`config.mk`:
```
export PLATFORM = sky130hd
export DESIGN_NAME = baud_cfg_ctrl
export DESIGN_NICKNAME = d
export VERILOG_FILES = /design/src/rtl/baud_cfg_ctrl.sv
export SDC_FILE = /design/constraint.sdc
export NUM_CORES = 1
export LEC_CHECK = 0
export BUFFER_PORTS_ARGS = -buffer_cell sky130_fd_sc_hd__buf_4
export CAP_MARGIN = 5
export CORE_ASPECT_RATIO = 0.75
export CORE_UTILIZATION = 54
export CTS_CLUSTER_DIAMETER = 60
export CTS_CLUSTER_SIZE = 40
export DETAILED_ROUTE_END_ITERATION = 10
export HOLD_SLACK_MARGIN = 0.12
export PLACE_DENSITY = 0.86
export SYNTH_ARGS = -nofsm -noshare
export SYNTH_HDL_FRONTEND = slang
export SYNTH_SLANG_ARGS = --single-unit
```
`constraint.sdc`:
```
create_clock -name clk -period 2.4 [get_ports clk]
set_input_delay 0.24 -clock clk [delete_from_list [all_inputs] [get_ports clk]]
set_output_delay 0.24 -clock clk [all_outputs]
set_load 0.1 [all_outputs]
```
`src/rtl/baud_cfg_ctrl.sv`:
```
// baud_cfg_ctrl: configuration sequencer for the UART baud generator.
// Owns the generator's enable, divisor and rate-select. CPU writes made while
// the generator runs are parked in a shadow register. They are applied only
// once both TX and RX engines are idle. Each apply is a one-cycle
// disable/re-enable, so the generator phase restarts from zero.
// Optional build macro: UPD_TIMEOUT_EN. When defined, a WAIT_IDLE timeout
// forces the apply after TIMEOUT cycles and pulses upd_forced.
module baud_cfg_ctrl #(
  parameter int unsigned      WIDTH        = 16,
  parameter logic [WIDTH-1:0] DEFAULT_DVSR = WIDTH'(326),
  parameter int unsigned      TIMEOUT      = 1024
) (
  input  logic             clk,
  input  logic             rst_n,
  input  logic             cfg_en,
  input  logic             cfg_wr,
  input  logic [WIDTH-1:0] cfg_dvsr,
  input  logic             cfg_rate_sel,
  output logic             cfg_ready,
  input  logic             tx_busy,
  input  logic             rx_busy,
  output logic             bg_enable,
  output logic [WIDTH-1:0] bg_dvsr,
  output logic             bg_rate_sel,
  output logic             upd_pending,
  output logic             upd_done,
  output logic             cfg_err,
  output logic             upd_forced
);

  // A timeout shorter than two cycles cannot leave a WAIT_IDLE cycle to observe.
  if (TIMEOUT < 2) begin : g_bad_timeout
    $error("baud_cfg_ctrl: TIMEOUT must be at least 2");
  end

  typedef enum logic [1:0] {
    ST_IDLE,
    ST_RUN,
    ST_WAIT_IDLE,
    ST_HALT
  } state_t;

  state_t           state;
  logic [WIDTH-1:0] shadow_dvsr;
  logic             shadow_rate_sel;

  logic             wr_acc;       // write seen while the port is ready
  logic             wr_legal;     // write would let the generator tick
  logic             wr_ok;        // accepted and legal
  logic             engines_idle;
  logic             timeout_hit;
  logic [WIDTH-1:0] apply_dvsr;   // value committed on an apply from WAIT_IDLE
  logic             apply_rate_sel;

  // NOTE: cfg_ready is the only output decoded combinationally, and it comes
  // from state alone. No input can ripple through to any output.
  assign cfg_ready = (state != ST_HALT);

  assign wr_acc       = cfg_wr && cfg_ready;
  assign wr_legal     = cfg_rate_sel || (cfg_dvsr >= WIDTH'(2));
  assign wr_ok        = wr_acc && wr_legal;
  assign engines_idle = !tx_busy && !rx_busy;

  // A legal write arriving on the apply edge is the last write, so it wins
  // over the shadow.
  assign apply_dvsr     = wr_ok ? cfg_dvsr     : shadow_dvsr;
  assign apply_rate_sel = wr_ok ? cfg_rate_sel : shadow_rate_sel;

`ifdef UPD_TIMEOUT_EN
  localparam int unsigned TW = $clog2(TIMEOUT + 1);
  logic [TW-1:0] wait_cnt;

  assign timeout_hit = (wait_cnt == TW'(TIMEOUT - 1));

  // Wait counter: cleared on WAIT_IDLE entry, counts every WAIT_IDLE cycle.
  always_ff @(posedge clk or negedge rst_n) begin
    if (!rst_n) begin
      wait_cnt <= '0;
    end else if (state == ST_WAIT_IDLE) begin
      wait_cnt <= wait_cnt + TW'(1);
    end else begin
      wait_cnt <= '0;
    end
  end

  // Forced-apply flag: pulses on the HALT cycle when the timeout, not idle
  // engines, caused the apply.
  always_ff @(posedge clk or negedge rst_n) begin
    if (!rst_n) begin
      upd_forced <= 1'b0;
    end else begin
      upd_forced <= (state == ST_WAIT_IDLE) && cfg_en && !engines_idle &&
                    timeout_hit;
    end
  end
`else
  assign timeout_hit = 1'b0;
  assign upd_forced  = 1'b0;
`endif

  // Sequencer: state, shadow, active config and one-cycle status pulses.
  // NOTE: every register here is assigned with <= so that all branches read
  // the pre-edge values of state and shadow, regardless of statement order.
  always_ff @(posedge clk or negedge rst_n) begin
    if (!rst_n) begin
      state           <= ST_IDLE;
      bg_enable       <= 1'b0;
      bg_dvsr         <= DEFAULT_DVSR;
      bg_rate_sel     <= 1'b0;
      shadow_dvsr     <= DEFAULT_DVSR;
      shadow_rate_sel <= 1'b0;
      upd_pending     <= 1'b0;
      upd_done        <= 1'b0;
      cfg_err         <= 1'b0;
    end else begin
      upd_done <= 1'b0;
      cfg_err  <= wr_acc && !wr_legal;

      case (state)
        ST_IDLE: begin
          if (wr_ok) begin
            bg_dvsr         <= cfg_dvsr;
            bg_rate_sel     <= cfg_rate_sel;
            shadow_dvsr     <= cfg_dvsr;
            shadow_rate_sel <= cfg_rate_sel;
            upd_done        <= 1'b1;
          end
          if (cfg_en) begin
            state     <= ST_RUN;
            bg_enable <= 1'b1;
          end
        end

        ST_RUN: begin
          if (!cfg_en) begin
            state     <= ST_IDLE;
            bg_enable <= 1'b0;
            if (wr_ok) begin
              bg_dvsr         <= cfg_dvsr;
              bg_rate_sel     <= cfg_rate_sel;
              shadow_dvsr     <= cfg_dvsr;
              shadow_rate_sel <= cfg_rate_sel;
              upd_done        <= 1'b1;
            end
          end else if (wr_ok) begin
            shadow_dvsr     <= cfg_dvsr;
            shadow_rate_sel <= cfg_rate_sel;
            upd_pending     <= 1'b1;
            state           <= ST_WAIT_IDLE;
          end
        end

        ST_WAIT_IDLE: begin
          if (wr_ok) begin
            shadow_dvsr     <= cfg_dvsr;
            shadow_rate_sel <= cfg_rate_sel;
          end
          if (!cfg_en || engines_idle || timeout_hit) begin
            state       <= cfg_en ? ST_HALT : ST_IDLE;
            bg_enable   <= 1'b0;
            bg_dvsr     <= apply_dvsr;
            bg_rate_sel <= apply_rate_sel;
            upd_pending <= 1'b0;
            upd_done    <= 1'b1;
          end
        end

        ST_HALT: begin
          state     <= cfg_en ? ST_RUN : ST_IDLE;
          bg_enable <= cfg_en;
        end

        default: begin
          state     <= ST_IDLE;
          bg_enable <= 1'b0;
        end
      endcase
    end
  end

endmodule

```
-- Word level (Yosys, flattened, before mapping)
Index checks and enable logic that the tools add are counted.
- register bits: 40
- output and inout bits: 23
- magnitude comparators: 1
- equality and inequality tests: 10
- muxes and demuxes: 28
- reduce and logical (&&, ||, !) cells: 18
- operator list (cell ; number):
    2-to-1 mux 16 bit ; 4
    case mux 16 bit (3 select lines) ; 1
    >= comparator 16 x 2 -> 1 bit, second input constant ; 1
    2-to-1 mux 1 bit ; 13
    != test 2 bit, second input constant ; 6
    2-to-1 mux 2 bit ; 5
    AND reduction 3 bit ; 3
    case mux 2 bit (4 select lines) ; 1
    case mux 1 bit (3 select lines) ; 2
    == test 2 bit, second input constant ; 2
    logical AND 1 bit ; 4
    zero test 1 bit ; 4
    case mux 1 bit (4 select lines) ; 1
    AND reduction 4 bit ; 1
    != test 3 bit, second input constant ; 1
    nonzero test 3 bit ; 1
    OR reduction 3 bit ; 1
    == test 2 x 1 -> 1 bit, second input constant ; 1
    zero test 2 bit ; 1
    logical OR 1 bit ; 2
    case mux 1 bit (2 select lines) ; 1
    nonzero test 2 bit ; 1

-- Logic depth before layout (Yosys ltp)
Gate-level depths: netlist (run 1).
- word-level depth: 6
- mapped depth: 8
- mapped depth without buffers: 6

-- Least setup slack after synthesis (run 1)
OpenSTA, ideal clock, no wires.
- path kind: register -> register
- start: register state[0]
- end: register shadow_dvsr[0]
- setup time: 0.127 ns
- arrival: 1.819 ns
- required time: 2.273 ns
- path slack: 0.453 ns
- stages on the path, launching flop included: 8
- buffers on the path: 2
- clock period less this slack: 1.947 ns
- cell sequence: dfrtp_1 > ha_1 > nand2b_1 > a41oi_2 > nor2b_1 > buf_2 > buf_6 > mux2_1
- word-level cells in the longest chain between the ends: 4
- ends and longest elaborated chain (element ; line ; RTL):
    from (decl) ; 43 ; state_t state;
    from (signal assigned) ; 159 ; state <= cfg_en ? ST_HALT : ST_IDLE;
    from (signal assigned) ; 169 ; state <= cfg_en ? ST_RUN : ST_IDLE;
    != test 2 bit ; 57 ; assign cfg_ready = (state != ST_HALT);
    logical AND 1 bit ; 59 ; assign wr_acc = cfg_wr && cfg_ready;
    logical AND 1 bit ; 61 ; assign wr_ok = wr_acc && wr_legal;
    2-to-1 mux 16 bit ; n/a ;
    to (signal assigned) ; 124 ; shadow_dvsr <= cfg_dvsr;
    to (signal assigned) ; 141 ; shadow_dvsr <= cfg_dvsr;
    to (signal assigned) ; 146 ; shadow_dvsr <= cfg_dvsr;
    to (decl) ; 44 ; logic [WIDTH-1:0] shadow_dvsr;
Parallel ways exist; a longest one is shown, timed or not.
A chain may end at the register's enable or synchronous reset.

-- Final worst setup path (run 1)
- start: register state[1]
- end: register shadow_dvsr[15]
The elaborated chain is that of the path after synthesis.

==> flow_summary.ini, run 1 <==
[worst_setup_path]
cp.required_ps = 2590
end_kind = register
worstSetupStartpointType = register
worstSetupPathType = register to register
crit_fanout = 17
cp_data_arrival_time_ps = 2290

[sta]
tightest_slew_ps = 976
hold_violations = 0
slew-limit-headroom = 0.348
fin_setup_tns_ps = 0
drv_slew = 0
fin_skew_ps = 10.1
finalSetupViolCount = 0
rsz0062_at_grt = no
layout_min_cycle_time_ps = 2100
fmax_mhz = 476
post-route-period-util = 0.876

[synth]
synth_top_family_by_area = multiplexers
synthAdderAreaFrac = 0.0349
syn_area_per_cell_sq_um = 11.5
synth_xor_area_frac = 0
syn_area_sq_um = 2150
synthCells = 187
ys_ff_latch = 40
synth_compound_area_frac = 0.132
syn_nets = 216
synth_mux_area_frac = 0.214
yosysWarnings = 0
synth-edff-count = 0
synth_seq_area_share = 0.470
async_reset_ff_frac = 1.00
synth_top_flop_cell = dfrtp_1
synth_cell_types = 33
yosys.area_share.simple = 0.102

[clocking]
cts_buffers = 5
cts_root_buf = clkbuf_8
cts_tree = yes
worstSkewPairLatency_ps = 310
h-tree-depth = 2
clk_path_buf_depth = 2
postCtsSetupBuffers = 0
clock-sinks = 40
clkTransAtPathRegs_ps = 80

[layout]
nFillCells = 290
mostFrequentLayoutCells = buf_4 (47), o21ai_0 (37), dfrtp_1 (32), nand2_1 (22), mux2_2 (14)
drive_gt1_frac = 0.397
nets = 260
layout_commonest_cell = buf_4
area_growth_pct = 21.2
finalNonFillerCells = 284
antenna_cells = 0

[placement]
place_congestion = 0.795
place_hpwl_microns = 2980
placedCellCount = 275
portBuffers = 44

[die]
start_util = 0.576
pin_count = 46
die_w_microns = 74.9
die_area_sq_um = 4240
die_y_microns = 56.7
design.core.area_sq_um = 3730
rows = 19

[detailed_routing]
drt_first_pass_iters = 4
wl_per_cell_microns = 15.7
first_iter_violations = 125
ant_nets = 0
routed_wl_microns = 4450
vias = 1567
drc = 0
routed_via_density = 5.52

[grt]
grt_remaining_overflow = 0
antenna_found_initial = 0
grt_max_degree = 41
grt_pass1_vias = 1529
grt_pass1_wl_microns = 7380
grt_usage = 0.242

[flow_run]
max-cap-violations = 0

[status]
outcome = finished clean

[min_path]
min_path_type = input pin to register
## worst max-delay path, stage by stage, from the launching register on
cell      delay [ps]
dfrtp_1          440
ha_1             270
nand2b_1         190
a41oi_2          300
nor2b_1          170
buf_4            250
mux2_2           370
## worst paths after layout
path,startpoint,to,slack [ps],depth (start not counted)
max,state[1],shadow_dvsr[15],300,6
min,cfg_dvsr[9],shadow_dvsr[9],180,2
max reg2reg,state[1],shadow_dvsr[15],300,6
min reg2reg,shadow_dvsr[0],shadow_dvsr[0],490,1
max in group asynchronous,rst_n,shadow_dvsr[2],1590,2
min in group asynchronous,rst_n,bg_dvsr[11],440,2
## synthesized netlist by cell type (all sizes together) (4+ instances only)
library cell  number  share of area
o21ai             37          0.086
mux2              34           0.20
dfrtp             32           0.37
nand2             22          0.038
dfstp              8          0.098
buf                6          0.026
clkbuf             6          0.010
ha                 6          0.035
inv                5         0.0087
a21oi              4         0.0093
mux2i              4          0.019
nor4               4          0.040
## area by class of cell
type	instances	area, sq um	area share
inverters	5	18.8	0.00720
flip-flops and latches	40	1010	0.388
multi-input cells	130	1040	0.400
repair buffers	49	383	0.147
clock inverters	2	12.5	0.00480
clock buffers	6	72.6	0.0278
well taps	52	65.1	0.0250
## flip-flops by register name (all words and copies together), names as in the netlist
name,cells
upd_done,1
bg_dvsr,16
bg_rate_sel,1
state,2
shadow_rate_sel,1
upd_pending,1
shadow_dvsr,16
bg_enable,1
cfg_err,1
## metal layers
layer  wire, microns  GRT usage
met2            2020      0.344
met3             220     0.0503
met1            2090      0.346
met4             111      0.127
met5               0          0
## logic make-up after synthesis
logic type	after synthesis
AO/OA/AOI/OAI	50
flip-flops	40
multiplexers	38
AND/OR/NAND/NOR	35
buffers and inverters	17
adder cells (fa/ha/maj)	6
other	1
## metrics by stage
step / setup slack (ps) / area [sq um] / hold slack [ps] / utilization
detailed placement: 304 / 2510 / 240 / 0.673
CTS: 299 / 2610 / 176 / 0.698
floorplan: 453 / 2150 / -55.6 / -
global route: 106 / 2610 / 185 / 0.698
global placement: 382 / 2510 / 232 / 0.673
finish: 298 / 2610 / 185 / 0.698
## timing repair
| item | CTS | global route |
|---|---|---|
| gates resized for setup | 0 | 0 |
| hold buffers | 1 | 0 |
| endpoints found under the hold margin | 32 | 0 |
Power of run 1 is left out: the tool's default activity adds up to more than one toggle a clock period on the data nets, which glitch-free logic cannot reach.
==> inputs of run 2 (changes only) <==
--- a/config.mk
+++ b/config.mk
@@ -7,13 +7,15 @@
 export LEC_CHECK = 0
 export BUFFER_PORTS_ARGS = -buffer_cell sky130_fd_sc_hd__buf_4
 export CAP_MARGIN = 5
+export CELL_PAD_IN_SITES_DETAIL_PLACEMENT = 0
+export CELL_PAD_IN_SITES_GLOBAL_PLACEMENT = 1
 export CORE_ASPECT_RATIO = 0.75
-export CORE_UTILIZATION = 54
+export CORE_UTILIZATION = 42
 export CTS_CLUSTER_DIAMETER = 60
 export CTS_CLUSTER_SIZE = 40
 export DETAILED_ROUTE_END_ITERATION = 10
 export HOLD_SLACK_MARGIN = 0.12
-export PLACE_DENSITY = 0.86
+export PLACE_DENSITY = 0.85
 export SYNTH_ARGS = -nofsm -noshare
 export SYNTH_HDL_FRONTEND = slang
 export SYNTH_SLANG_ARGS = --single-unit
==> run 2 against run 1 <==
Via count down 1.3%. Die area up 28%. Flip-flop and latch count unchanged. Sequential share of layout area down 0.93 points. Register-to-register slack worse by 40 ps. Critical path depth unchanged. Hold slack better by 11 ps. Worst setup slack worse by 36 ps. First-iteration DRC count down 15%. Non-clock buffer count up 4. Critical path type unchanged. Highest routed layer unchanged.
==> flow_summary.ini, run 2 (synthesis gave the netlist of run 1 again) <==
[clocking]
postCtsSetupBuffers = 0
clkTransAtPathRegs_ps = 80
worstSkewPairLatency_ps = 300
cts_resized = 0
cts_buffers = 5
clock-sinks = 40
cts_root_buf = clkbuf_8
h-tree-depth = 2
cts_tree = yes
clk_path_buf_depth = 2

[grt]
grt_pass1_vias = 1481
grt_pass1_wl_microns = 7330
antenna_found_initial = 0
grt_remaining_overflow = 0
grt_usage = 0.175
grt_max_degree = 41

[detailed_routing]
vias = 1547
drt_first_pass_iters = 6
wl_per_cell_microns = 14.7
drc = 0
ant_nets = 0
routed_via_density = 5.23
first_iter_violations = 106
routed_wl_microns = 4340

[placement]
portBuffers = 44
place_area_sq_um = 2540
place_congestion = 0.766
placedCellCount = 287
place_hpwl_microns = 3120

[die]
rows = 22
die_y_microns = 64.0
die_area_sq_um = 5410
pin_count = 46
start_util = 0.439
die_w_microns = 84.6
design.core.area_sq_um = 4900

[sta]
layout_min_cycle_time_ps = 2140
hold_violations = 0
tightest_slew_ps = 1020
post-route-period-util = 0.891
rsz0062_at_grt = no
slew-limit-headroom = 0.320
fin_skew_ps = 14.0
fmax_mhz = 468
fin_setup_tns_ps = 0
finalSetupViolCount = 0
drv_slew = 0

[worst_setup_path]
worstReg2RegEnd = shadow_dvsr[4]
end_kind = register
crit_fanout = 13
r2r_cells = 6
reg2reg_slack_ps = 260
cp.required_ps = 2580
cp_data_arrival_time_ps = 2320
worstSetupStartpointType = register
crit-reg2reg-launch = state[0]
worstSetupPathType = register to register

[layout]
antenna_cells = 0
area_growth_pct = 24.1
mostFrequentLayoutCells = buf_4 (52), o21ai_0 (37), dfrtp_1 (32), nand2_1 (22), mux2_2 (14)
final_area_sq_um = 2670
drive_gt1_frac = 0.411
layout_commonest_cell = buf_4
reg_top3 = bg_dvsr x16, shadow_dvsr x16, state x2
nets = 264
finalNonFillerCells = 296

[min_path]
worstHoldEndpoint = shadow_dvsr[10]
min_path_type = input pin to register
worstHoldStart = cfg_dvsr[10]
holdPathStages = 2

[status]
outcome = finished clean

[flow_run]
max-cap-violations = 0
run 2: cell count changes in the layout (fill, tap and decap cells not counted):
cell,change
clkinvlp_4,-1
clkbuf_8,+1
clkbuf_1,-1
clkinv_2,-1
buf_4,+5
bufinv_16,+1
clkinv_4,+1
buf_12,-1
run 2: metal layers:
metal,routed length [microns],global-route usage
met5,0,0
met4,43,0.0445
met3,227,0.0478
met2,1900,0.261
met1,2170,0.250
run 2: metrics by stage:
step	utilization	setup WS (ps)	hold WS (ps)
6_report	0.545	261	196
2_1_floorplan	-	453	-55.6
3_3_place_gp	0.518	326	242
4_1_cts	0.545	246	193
3_5_place_dp	0.518	258	250
5_1_grt	0.545	93.1	193
run 2: area by class of cell:
class                           instances  area [sq um]
Clock buffer                            6          82.6
Tap cell                               60          75.1
Multi-Input combinational cell        130          1040
Sequential cell                        40          1010
Fill cell                             432          2230
Inverter                                5          18.8
Clock inverter                          2          38.8
Timing Repair Buffer                   53           400
run 2: timing repair:
item	in CTS	in global routing
setup endpoints to repair	0	0
hold endpoints to repair	32	0
hold buffers	1	0
run 2: critical path, stage by stage, from the launching register on:
cell	delay (ps)
dfrtp_1	430
ha_1	270
nand2b_1	180
a41oi_2	340
nor2b_1	220
buf_4	240
mux2_2	350
run 2: how the worst max path moves through the flow:
stage | end | from
finish | shadow_dvsr[4] | state[0]
global route | shadow_dvsr[4] | state[1]
CTS | shadow_dvsr[4] | state[0]
detailed placement | shadow_dvsr[4] | state[0]
global placement | shadow_rate_sel | state[0]
floorplan | shadow_dvsr[0] | state[0]
Power of run 2 is left out for the same reason.
==> inputs of run 3 (changes only) <==
--- a/config.mk
+++ b/config.mk
@@ -5,12 +5,13 @@
 export SDC_FILE = /design/constraint.sdc
 export NUM_CORES = 1
 export LEC_CHECK = 0
+export ABC_AREA = 1
 export BUFFER_PORTS_ARGS = -buffer_cell sky130_fd_sc_hd__buf_4
 export CAP_MARGIN = 5
 export CELL_PAD_IN_SITES_DETAIL_PLACEMENT = 0
 export CELL_PAD_IN_SITES_GLOBAL_PLACEMENT = 1
 export CORE_ASPECT_RATIO = 0.75
-export CORE_UTILIZATION = 42
+export CORE_UTILIZATION = 39
 export CTS_CLUSTER_DIAMETER = 60
 export CTS_CLUSTER_SIZE = 40
 export DETAILED_ROUTE_END_ITERATION = 10
==> run 3 against run 2 <==
Utilization shrank 5.3 points. Register-to-register slack better by 290 ps. Non-clock buffer count fell by 4. Highest routed layer unchanged.
==> flow_summary.ini, run 3 <==
[synth]
syn_nets = 320
synth_top_area_frac = 0.359
synth_seq_area_share = 0.453
synth_xor_area_frac = 0
synth_top_flop_cell = dfrtp_1
synthAdderAreaFrac = 0.0337
synth-edff-count = 0
syn_area_per_cell_sq_um = 7.66
async_reset_ff_frac = 1.00
synthCells = 291
synthTopCellsByCount = nand2_1 (73), nor2_1 (67), nand3_1 (35), dfrtp_1 (32), a31oi_1 (17)
synth_cell_types = 24
synth_top_area_cell = dfrtp_1
synth.area.top_cells = dfrtp_1 (36%), nand2_1 (12%), nor2_1 (11%)
synth_top_family_by_area = simple AND/OR/NAND/NOR gates
yosysWarnings = 0
synth_most_common_cell = nand2_1
synth_compound_area_frac = 0.0780
synth_mux_area_frac = 0
syn_area_sq_um = 2230
yosys.area_share.simple = 0.360
ys_ff_latch = 40

[die]
die_area_sq_um = 6030
start_util = 0.412
die_w_microns = 89.3
design.core.area_sq_um = 5410
die_y_microns = 67.5
pin_count = 46
rows = 23

[detailed_routing]
vias = 1954
first_iter_violations = 138
drc = 0
wl_per_cell_microns = 12.3
routed_via_density = 4.80
routed_wl_microns = 5020
ant_nets = 0
drt_first_pass_iters = 4

[min_path]
min_path_type = input pin to register
worstHoldStart = cfg_dvsr[6]
holdPathStages = 3
worstHoldEndpoint = shadow_dvsr[6]

[clocking]
worstSkewPairLatency_ps = 290
cts_root_buf = clkbuf_8
clk_path_buf_depth = 2
h-tree-depth = 2
clkTransAtPathRegs_ps = 80
clock-sinks = 40
cts_buffers = 5
cts_tree = yes

[worst_setup_path]
cp_data_arrival_time_ps = 2040
startpoint = state[1]
worstSetupPathType = register to register
crit-reg2reg-launch = state[1]
r2r_cells = 3
reg2reg_slack_ps = 550
end_kind = register
crit_fanout = 34
crit_chain = ha_1, clkinv_1, a31oi_1
critPathMaxStageDelay_ps = 690
cp.required_ps = 2590
worstSetupStartpointType = register
crit_slowest_cell = clkinv_1
worstReg2RegEnd = shadow_dvsr[7]

[sta]
post-route-period-util = 0.770
slew-limit-headroom = 0.413
finalSetupViolCount = 0
fin_setup_tns_ps = 0
hold_violations = 0
drv_slew = 0
fmax_mhz = 541
tightest_slew_ps = 876
fin_skew_ps = 10.4
rsz0062_at_grt = no
layout_min_cycle_time_ps = 1850

[flow_run]
max-cap-violations = 0

[layout]
final_area_sq_um = 2660
fin_util = 0.492
layout_commonest_cell = nand2_1
antenna_cells = 0
drive_gt1_frac = 0.232
reg_top3 = bg_dvsr x16, shadow_dvsr x16, state x2
area_growth_pct = 19.5
mostFrequentLayoutCells = nand2_1 (73), nor2_1 (67), buf_4 (48), nand3_1 (35), dfrtp_1 (32)
nets = 360

[grt]
grt_remaining_overflow = 0
grt_max_degree = 41
antenna_found_initial = 0
grt_pass1_vias = 1792
grt_pass1_wl_microns = 8290
grt_usage = 0.181

[power_and_ir_drop]
ir_worst_vdd_uv = 926
leakagePower_nw = 1.30
powerDensity_nw_per_um2 = 1530

[status]
outcome = finished clean

[placement]
place_congestion = 0.779
portBuffers = 44
place_area_sq_um = 2550
place_hpwl_microns = 3320
## run 3: worst max path at each step
| stage | endpoint | slack, ps | depth (start not counted) |
|---|---|---|---|
| after floorplan | bg_dvsr[0] | 840 | 9 |
| after global placement | upd_pending | 640 | 8 |
| after detailed placement | shadow_dvsr[7] | 560 | 3 |
| after CTS | shadow_dvsr[7] | 550 | 3 |
| after global routing | shadow_dvsr[7] | 350 | 3 |
| final | shadow_dvsr[7] | 550 | 3 |
## run 3: final cells by class
class / count / area [sq um]
clock buffer: 8 / 100
fill: 552 / 2750
inverter: 9 / 33.8
multi-input combinational: 226 / 1050
sequential: 40 / 1010
tap: 75 / 93.8
timing repair buffer: 49 / 370
## run 3: kinds of logic after synthesis
logic type	Yosys count
compound gates	29
fa+ha+maj	6
buf+inv	25
flops	40
other cells	1
simple gates	190
## run 3: report_power, final
part           internal (W)  switching (W)
combinational      0.000516        0.00183
clock              0.000263       0.000236
sequential          0.00104       0.000191
total               0.00182        0.00225
## run 3: routing by layer
metal | track usage | share of wire
met2 | 0.285 | 0.41
met5 | 0 | 0
met4 | 0.0417 | 0.0016
met3 | 0.0379 | 0.052
met1 | 0.256 | 0.54
## run 3: through the flow
stage	hold WS, ps	power (W)	instances	setup slack, ps
2_1_floorplan	-55.6	0.00315	291	844
3_3_place_gp	252	0.00357	398	635
3_5_place_dp	250	0.00359	398	565
4_1_cts	235	0.00411	407	549
5_1_grt	250	0.00432	407	346
6_report	244	0.00407	407	552
## run 3: timing repair
action	CTS	global route
hold buffers	1	0
buffers inserted	0	0
setup endpoints to repair	0	0
endpoints found under the hold margin	32	0
gates resized for setup	0	0
## run 3: worst max-delay path: cells and delay by family (launching register included)
kind	cells	cell delay, ps
buf+inv	1	690
compound gates	1	430
flops	1	420
fa+ha+maj	1	200
Power figures use the tool's default switching activity.
